$ cat config.mk
export PLATFORM = sky130hd
export DESIGN_NAME = mem_access_unit
export DESIGN_NICKNAME = d
export VERILOG_FILES = /design/src/rtl/mem_access_unit_pkg.sv /design/src/rtl/mem_access_unit_load_align.sv /design/src/rtl/mem_access_unit.sv
export SDC_FILE = /design/constraint.sdc
export NUM_CORES = 1
export LEC_CHECK = 0
export ABC_AREA = 1
export CORE_MARGIN = 2
export CORE_UTILIZATION = 62
export CTS_BUF_LIST = sky130_fd_sc_hd__clkbuf_4 sky130_fd_sc_hd__clkbuf_8
export DETAILED_ROUTE_END_ITERATION = 16
export DONT_BUFFER_PORTS = 1
export PLACE_DENSITY = 0.77
export SLEW_MARGIN = 0
export SYNTH_ARGS = -nofsm -noshare
export SYNTH_HDL_FRONTEND = slang
export SYNTH_SLANG_ARGS = --single-unit
$ cat constraint.sdc
create_clock -name clk -period 3.2 [get_ports clk]
set_clock_uncertainty 0.2 [all_clocks]
set_input_delay 0.16 -clock clk [delete_from_list [all_inputs] [get_ports clk]]
set_output_delay 0.16 -clock clk [all_outputs]
set_load 0.02 [all_outputs]
$ cat src/rtl/mem_access_unit_pkg.sv
`default_nettype none
`timescale 1ns/1ps
// ============================================================================
// Module      : mem_access_unit_pkg
// Description : Shared definitions for the MEM-stage data-memory access unit:
//               access-size encodings, FSM state enum, default wait limit and
//               small helpers for alignment, byte enables and lane replication.
// Revision    : 1.0 - initial release
// ============================================================================
package mem_access_unit_pkg;

  // Access size encodings carried on EX_MEM_size
  localparam logic [1:0] SZ_BYTE = 2'b00;
  localparam logic [1:0] SZ_HALF = 2'b01;
  localparam logic [1:0] SZ_WORD = 2'b10;
  localparam logic [1:0] SZ_RSVD = 2'b11;

  // Default number of REQ cycles allowed before the access is abandoned
  localparam int MAX_WAIT_DEFAULT = 15;

  typedef enum logic [1:0] {
    IDLE = 2'd0,
    REQ  = 2'd1,
    DONE = 2'd2
  } state_e;

  // The reserved size is never aligned, so it always reports misalignment.
  function automatic logic is_aligned(input logic [1:0] sz, input logic [1:0] addr_lo);
    logic ok;
    case (sz)
      SZ_BYTE: ok = 1'b1;
      SZ_HALF: ok = ~addr_lo[0];
      SZ_WORD: ok = (addr_lo == 2'b00);
      default: ok = 1'b0;
    endcase
    return ok;
  endfunction

  function automatic logic [3:0] byte_en(input logic [1:0] sz, input logic [1:0] addr_lo);
    logic [3:0] be;
    case (sz)
      SZ_BYTE: be = 4'b0001 << addr_lo;
      SZ_HALF: be = 4'b0011 << addr_lo;
      SZ_WORD: be = 4'b1111;
      default: be = 4'b0000;
    endcase
    return be;
  endfunction

  // Replicate narrow store data across every lane so the byte enables alone
  // pick the destination bytes.
  function automatic logic [31:0] store_lanes(input logic [1:0] sz, input logic [31:0] data);
    logic [31:0] w;
    case (sz)
      SZ_BYTE: w = {4{data[7:0]}};
      SZ_HALF: w = {2{data[15:0]}};
      default: w = data;
    endcase
    return w;
  endfunction

endpackage
`default_nettype wire

$ cat src/rtl/mem_access_unit_load_align.sv
`default_nettype none
`timescale 1ns/1ps
// ============================================================================
// Module      : mem_load_align
// Description : Combinational load-data lane select and sign/zero extension.
// Ports       : rdata_i    - raw 32-bit word returned by data memory
//               addr_lo_i  - byte offset (address bits [1:0]) of the load
//               size_i     - access size encoding
//               unsigned_i - 1 zero-extends, 0 sign-extends
//               data_o     - aligned, extended load result
// Revision    : 1.0 - initial release
// ============================================================================
module mem_load_align
  import mem_access_unit_pkg::*;
(
  input  logic [31:0] rdata_i,
  input  logic [1:0]  addr_lo_i,
  input  logic [1:0]  size_i,
  input  logic        unsigned_i,
  output logic [31:0] data_o
);

  logic [7:0]  w_byte;
  logic [15:0] w_half;
  logic        w_byte_ext;
  logic        w_half_ext;

  always_comb begin
    w_byte     = rdata_i[{addr_lo_i, 3'b000} +: 8];
    // Halfwords are aligned, so only address bit 1 selects the lane.
    w_half     = addr_lo_i[1] ? rdata_i[31:16] : rdata_i[15:0];
    w_byte_ext = ~unsigned_i & w_byte[7];
    w_half_ext = ~unsigned_i & w_half[15];
    case (size_i)
      SZ_BYTE: data_o = {{24{w_byte_ext}}, w_byte};
      SZ_HALF: data_o = {{16{w_half_ext}}, w_half};
      default: data_o = rdata_i;
    endcase
  end

endmodule
`default_nettype wire

$ cat src/rtl/mem_access_unit.sv
`default_nettype none
`timescale 1ns/1ps
// ============================================================================
// Module      : mem_access_unit
// Description : MEM-stage load/store unit. Launches one data-memory request
//               per aligned access, stalls the pipeline until the memory
//               acknowledges (or the wait limit expires), and returns the
//               aligned, extended load result.
// Ports       : clk, rst (async, active-low)
//               EX_MEM_* - access from the EX/MEM register
//               memread_data, mem_stall - results/stall toward the pipeline
//               dmem_*   - data memory request/response
//               misalign_err, timeout_err - single-cycle error pulses
// Revision    : 1.0 - initial release
// ============================================================================
module mem_access_unit
  import mem_access_unit_pkg::*;
#(
  parameter int MAX_WAIT = MAX_WAIT_DEFAULT
) (
  input  logic        clk,
  input  logic        rst,
  input  logic        EX_MEM_MemRead,
  input  logic        EX_MEM_MemWrite,
  input  logic [31:0] EX_MEM_alu_result,
  input  logic [31:0] EX_MEM_store_data,
  input  logic [1:0]  EX_MEM_size,
  input  logic        EX_MEM_unsigned,
  output logic [31:0] memread_data,
  output logic        mem_stall,
  output logic        dmem_req,
  output logic        dmem_we,
  output logic [31:0] dmem_addr,
  output logic [31:0] dmem_wdata,
  output logic [3:0]  dmem_be,
  input  logic        dmem_ack,
  input  logic [31:0] dmem_rdata,
  output logic        misalign_err,
  output logic        timeout_err
);

  localparam int              CNT_W    = $clog2(MAX_WAIT) + 1;
  localparam logic [CNT_W-1:0] LAST_CNT = CNT_W'(MAX_WAIT - 1);

  state_e             state_q, state_d;
  logic [CNT_W-1:0]   cnt_q, cnt_d;
  logic [31:0]        addr_q, addr_d;
  logic [31:0]        wdata_q, wdata_d;
  logic [3:0]         be_q, be_d;
  logic               we_q, we_d;
  logic [1:0]         lo_q, lo_d;
  logic [1:0]         size_q, size_d;
  logic               uns_q, uns_d;
  logic [31:0]        memread_q, memread_d;
  logic               timeout_q, timeout_d;

  logic               w_access;
  logic               w_aligned;
  logic [31:0]        w_load_data;

  assign w_access  = EX_MEM_MemRead | EX_MEM_MemWrite;
  assign w_aligned = is_aligned(EX_MEM_size, EX_MEM_alu_result[1:0]);

  // Extraction works from the captured request attributes, since the
  // response arrives while the REQ state holds them.
  mem_load_align u_load_align (
    .rdata_i    (dmem_rdata),
    .addr_lo_i  (lo_q),
    .size_i     (size_q),
    .unsigned_i (uns_q),
    .data_o     (w_load_data)
  );

  always_ff @(posedge clk or negedge rst) begin
    if (!rst) begin
      state_q   <= IDLE;
      cnt_q     <= '0;
      addr_q    <= '0;
      wdata_q   <= '0;
      be_q      <= '0;
      we_q      <= 1'b0;
      lo_q      <= '0;
      size_q    <= '0;
      uns_q     <= 1'b0;
      memread_q <= '0;
      timeout_q <= 1'b0;
    end else begin
      state_q   <= state_d;
      cnt_q     <= cnt_d;
      addr_q    <= addr_d;
      wdata_q   <= wdata_d;
      be_q      <= be_d;
      we_q      <= we_d;
      lo_q      <= lo_d;
      size_q    <= size_d;
      uns_q     <= uns_d;
      memread_q <= memread_d;
      timeout_q <= timeout_d;
    end
  end

  always_comb begin
    state_d      = state_q;
    cnt_d        = cnt_q;
    addr_d       = addr_q;
    wdata_d      = wdata_q;
    be_d         = be_q;
    we_d         = we_q;
    lo_d         = lo_q;
    size_d       = size_q;
    uns_d        = uns_q;
    memread_d    = memread_q;
    timeout_d    = 1'b0;
    mem_stall    = 1'b0;
    misalign_err = 1'b0;

    case (state_q)
      IDLE: begin
        cnt_d = '0;
        if (w_access) begin
          if (w_aligned) begin
            state_d = REQ;
            // Combinational outputs are qualified with rst so a held access
            // cannot stall or flag an error while reset is asserted.
            mem_stall = rst;
            addr_d    = {EX_MEM_alu_result[31:2], 2'b00};
            wdata_d   = store_lanes(EX_MEM_size, EX_MEM_store_data);
            be_d      = byte_en(EX_MEM_size, EX_MEM_alu_result[1:0]);
            we_d      = EX_MEM_MemWrite;  // read+write together is a store
            lo_d      = EX_MEM_alu_result[1:0];
            size_d    = EX_MEM_size;
            uns_d     = EX_MEM_unsigned;
          end else begin
            misalign_err = rst;
          end
        end
      end
      REQ: begin
        mem_stall = 1'b1;
        cnt_d     = cnt_q + CNT_W'(1);
        if (dmem_ack) begin
          state_d = DONE;
          if (!we_q) memread_d = w_load_data;
        end else if (cnt_q == LAST_CNT) begin
          state_d   = DONE;
          timeout_d = 1'b1;
          if (!we_q) memread_d = '0;
        end
      end
      DONE: begin
        state_d = IDLE;
        cnt_d   = '0;
      end
      default: begin
        state_d = IDLE;
        cnt_d   = '0;
      end
    endcase
  end

  assign dmem_req     = (state_q == REQ);
  assign dmem_we      = we_q;
  assign dmem_addr    = addr_q;
  assign dmem_wdata   = wdata_q;
  assign dmem_be      = be_q;
  assign memread_data = memread_q;
  assign timeout_err  = timeout_q;

endmodule
`default_nettype wire

**After elaboration in Yosys (flattened, before gate mapping)**

Index checks and enable logic that the tools add are counted.

- Reduce and logical (&&, ||, !) cells: 8
- Mux-type cells: 24
- $lt $le $gt $ge: 0
- Shift operators: 3
- Eq/ne operators: 8
- Multipliers: 0
- $add $sub $neg: 1
- Bitwise operators: 6
- Div/mod/pow operators: 0

Operators with widths:

| cell | count |
|---|---|
| two-way mux 32 bit | 4 |
| one-hot mux 32 bit (2 select lines) | 2 |
| variable part select 32 x 6 -> 8 bit | 1 |
| two-way mux 16 bit | 1 |
| one-hot mux 4 bit (3 select lines) | 1 |
| AND reduction 3 bit | 3 |
| zero test 2 bit | 4 |
| two-way mux 1 bit | 8 |
| two-way mux 2 bit | 4 |
| == test 2 x 1 -> 1 bit (second input constant) | 3 |
| adder 5 x 1 -> 5 bit (second input constant) | 1 |
| == test 5 x 4 -> 1 bit (second input constant) | 1 |
| two-way mux 5 bit | 1 |
| != test 2 bit (second input constant) | 2 |
| one-hot mux 2 bit (2 select lines) | 1 |
| left shift 1 x 2 -> 4 bit (first input constant) | 1 |
| left shift 2 x 2 -> 4 bit (first input constant) | 1 |
| != test 3 x 1 -> 1 bit (second input constant) | 1 |
| NOT 1 bit | 3 |
| one-hot mux 1 bit (3 select lines) | 1 |
| bitwise AND 1 bit | 2 |
| == test 2 bit (second input constant) | 1 |
| one-hot mux 1 bit (2 select lines) | 1 |
| nonzero test 2 bit | 1 |
| OR 1 bit | 1 |

- Latch bits: 0
- Memories: 0
- Register bits: 112
- Bits in read-only memories: 0
- RAM bits: 0

**Logic depth before layout (Yosys ltp)**

- Depth after elaboration: 5
- Depth in mapped cells: 11

**Cells and area by module**

From an unflattened synthesis, not the netlist that was laid out.

- Cells, all modules: 738
- Area total of the unflattened synthesis: 5719.2 sq um

Modules (own cells, without submodules):

| module | area each (sq um) | cells an instance | times used |
|---|---|---|---|
| mem_access_unit | 4798.4 | 584 | 1 |
| mem_load_align | 920.9 | 154 | 1 |

**Least setup slack after synthesis**

Ideal clock, no wire load.

- Kind: register to register
- Start: register state_q[1]
- End: register memread_q[19] (netlist: memread_data[19])
- Setup time: 0.117 ns
- Slack: 1.567 ns
- Arrival time: 1.316 ns
- Cell stages (with the launch flop): 8
- Clock period less this slack: 1.633 ns
- Buffers on the path: 1
- Data required time: 2.883 ns
- Cell sequence: dfrtp_1 > nor2_2 > inv_1 > nor2_2 > nand2_1 > buf_2 > nand2_1 > nand2_1

- Longest elaborated chain between the ends: 2

Ends and longest elaborated chain:

| element | line | text |
|---|---|---|
| start, declared | mem_access_unit.sv:45 | `state_e state_q, state_d;` |
| start signal, assigned | mem_access_unit.sv:88 | `state_q <= state_d;` |
| == test 2 x 1 -> 1 bit | -- |  |
| named net dmem_req | mem_access_unit.sv:31 | `output logic dmem_req,` |
| AND reduction 3 bit (no source line) | -- |  |
| end signal, assigned | mem_access_unit.sv:97 | `memread_q <= memread_d;` |
| end, declared | mem_access_unit.sv:54 | `logic [31:0] memread_q, memread_d;` |

The timed path passes the listed nets, and every way through them passes these cells.
A chain may end at the register's enable or synchronous reset.

**Worst setup path in the final report**

- Start: input port EX_MEM_size[1]
- End: register wdata_q[23] (netlist: dmem_wdata[23])

- Longest elaborated chain between the ends: 3
- Elaborated cells on any way between the ends: 6
- Those cells by class: eq/ne: 2; mux: 2; reduce/logical: 2

Ends and longest elaborated chain:

| element | line | text |
|---|---|---|
| start, declared | mem_access_unit.sv:27 | `input logic [1:0] EX_MEM_size,` |
| == test 2 bit (tied with other cells) | mem_access_unit_pkg.sv:30 | `case (sz)` |
| one-hot mux 1 bit (3 select lines) | mem_access_unit_pkg.sv:30 |  |
| AND reduction 3 bit (no source line) | -- |  |
| end signal, assigned | mem_access_unit.sv:91 | `wdata_q <= wdata_d;` |
| end, declared | mem_access_unit.sv:48 | `logic [31:0] wdata_q, wdata_d;` |

Parallel ways exist; a longest one is shown, timed or not.

==> impl_metrics.json <==
{
  "portBuffers": 0,
  "die_y_um": 97.6,
  "ir_worst_vdd_uv": 428,
  "crit_path_frequent_cell": "dlygate4sd3_1",
  "crit_slowest_cell": "dlygate4sd3_1",
  "setup_viol": 0,
  "placed_cell_area_um2": 5380,
  "wl_per_cell_um": 17.4,
  "relSlewSlack": 0.531,
  "worstPathRequired_ns": 3.24,
  "holdWs_ns": 0.0415,
  "area_growth_pct": 26.2,
  "synthTopCellsByArea": "dfrtp_1, nand2_1, inv_1, o21ai_0, o21ai_1",
  "final_area_um2": 6850,
  "period_needed_ns": 2.76,
  "slew_viol_final": 0,
  "grt_pass1_wl_um": 25900,
  "die-area_um2": 9520,
  "layout.nets": 897,
  "design.core.area_um2": 8590,
  "clkSinkCount": 112,
  "insertion_delay_ns": 0.36,
  "yosysUniqueCellTypes": 31,
  "clk_pin_slew_ns": 0.10,
  "synth_area_um2": 5430,
  "yosysMostFrequentCell": "nand2_1",
  "grt_pass1_vias": 5172,
  "initial_core_util": 0.632,
  "fin_tns_setup_ns": 0,
  "drcViolationCount": 0,
  "htreeDepth": 3,
  "rsz0062_at_grt": "false",
  "critical_path.cell_chain": "dlygate4sd3_1 > inv_2 > nand2_1 > o21ai_0 > a21oi_1 > dlygate4sd3_1 > o21ai_1",
  "seq_area_frac_synth": 0.516,
  "worstPathArrival_ns": 2.79,
  "cts_root_buf": "clkbuf_8",
  "grt_max_degree": 113,
  "synthCells": 686,
  "synth_common_cells": "nand2_1, dfrtp_1, inv_1, o21ai_0, o21ai_1",
  "drt-total-wl_um": 15700,
  "post-cts-setup-buffers": 0,
  "clock_path_buffers": 2,
  "drt_iter0_markers": 319,
  "overflow": 0,
  "async_reset_ff_frac": 1.00,
  "cp-end-kind": "flip-flop",
  "tritoncts": "done",
  "synth-main-ff-cell": "dfrtp_1",
  "synth-edff-count": 0,
  "ant_nets": 0,
  "place_ws_ns": 1.11,
  "drive_above_1_share": 0.0667,
  "viasPerCell": 5.59,
  "yosysTopAreaCell": "dfrtp_1",
  "p_leak_nw": 3.49,
  "crit_fanout": 15,
  "synth_seq_cells": 112,
  "p_total_mw": 5.42,
  "grt_antenna_before_repair": 1,
  "nFillCells": 551,
  "finalCritPeriodShare": 0.861,
  "worstMarginPinSlew_ns": 0.701,
  "syn_avg_cell_area_um2": 7.92,
  "gp_congestion": 0.896,
  "cts_buffers": 9,
  "hold_violations": 0,
  "ys.warnings.count": 0,
  "postCtsHoldBufs": 125,
  "critPathKind": "in2reg",
  "dp_hpwl_um": 9040,
  "hold_class": "in2reg",
  "vias": 5055,
  "drv_cap": 0,
  "outcome": "finished clean",
  "die_x_um": 97.6,
  "power_density_nw_per_um2": 790,
  "cpPeakStageDelay_ns": 0.99,
  "io_pins": 209,
  "row_count": 34,
  "dr.pass1.iters": 6,
  "timing.final.ws_setup_ns": 0.445,
  "synth_top_area_frac": 0.516,
  "cts_resized": 0,
  "grtUsageTotal": 0.337,
  "startpoint_type": "input pin",
  "clock.fmax_mhz": 363
}
==> where the power goes <==
| group | switching, mW | internal [mW] | total (mW) |
|---|---|---|---|
| Clock | 0.482 | 0.387 | 0.869 |
| Combinational | 0.905 | 0.601 | 1.51 |
| Sequential | 1.10 | 1.94 | 3.04 |
==> path summary, 6_finish.rpt <==
| kind | startpoint | cells past startpoint | to | slack [ns] |
|---|---|---|---|---|
| min in group asynchronous | rst | 2 | memread_data[30]$_DFFE_PN0P_ | 0.18 |
| worst max register to register | lo_q[1]$_DFFE_PN0P_ | 10 | memread_data[15]$_DFFE_PN0P_ | 0.77 |
| worst max-delay path | EX_MEM_size[1] | 7 | dmem_wdata[23]$_DFFE_PN0P_ | 0.44 |
| max in group asynchronous | rst | 2 | dmem_wdata[19]$_DFFE_PN0P_ | 2.18 |
| worst min register to register | size_q[0]$_DFFE_PN0P_ | 2 | size_q[0]$_DFFE_PN0P_ | 0.30 |
| worst min-delay path | dmem_rdata[23] | 6 | memread_data[7]$_DFFE_PN0P_ | 0.04 |
==> sequential cells by signal, summed over array words and instances, names as in the netlist <==
register and count:
timeout_err 1, dmem_wdata 32, memread_data 32, size_q 2
uns_q 1, state_q 2, dmem_we 1, dmem_be 4
dmem_addr 30, lo_q 2, cnt_q 5
==> critical path: cells and delay by family <==
family,cells,cell delay (ns)
AO/OA/AOI/OAI,3,0.40
buffers and inverters,3,1.88
AND/OR/NAND/NOR,1,0.34
==> area by class of cell <==
class,count,area (um^2),share of cell area
diodes,1,2.50,0.000365
multi-input cells,468,2130,0.310
well taps,108,135,0.0197
clock inverters,5,63.8,0.00931
flip-flops and latches,112,2800,0.409
repair buffers,129,1310,0.191
clock buffers,10,138,0.0201
inverters,71,274,0.0400
==> metrics by stage <==
stage / util / instances
after floorplan: - / 687
after global placement: 0.626 / 763
after detailed placement: 0.626 / 763
after CTS: 0.797 / 903
after global routing: 0.798 / 904
final: 0.798 / 904
==> per-layer routing <==
layer  vias up  routed length [um]  GRT usage
li1       2374                   -          -
met1      2327                5830      0.406
met4         0                 433      0.123
met5         -                   0          0
met2       313                8020      0.586
met3        41                1420     0.0863
==> layout by cell type, fill, tap and decap left out, types with 5 or more instances in the layout <==
master           n
dlygate4sd3_1  124
a21oi_1         41
nand2_2         13
o21ai_1         47
nor2_1          34
nand3_1         26
inv_2            5
o21ai_0         47
clkbuf_8        10
o21ai_2          5
inv_1           65
nand2_1        235
dfrtp_1        112
==> cells by family (layout without fill, tap and decap cells) <==
group / count (synthesis) / count (layout) / synth area share
AND/OR/NAND/NOR: 319 / 319 / 0.246
AO/OA/AOI/OAI: 143 / 143 / 0.136
flip-flops: 112 / 112 / 0.516
buffers and inverters: 107 / 215 / 0.0931
adder cells (fa/ha/maj): 2 / 2 / 0.00461
XOR/XNOR: 2 / 2 / 0.00323
other: 1 / 3 / 0.000690
(Power assumes the default switching activity.)
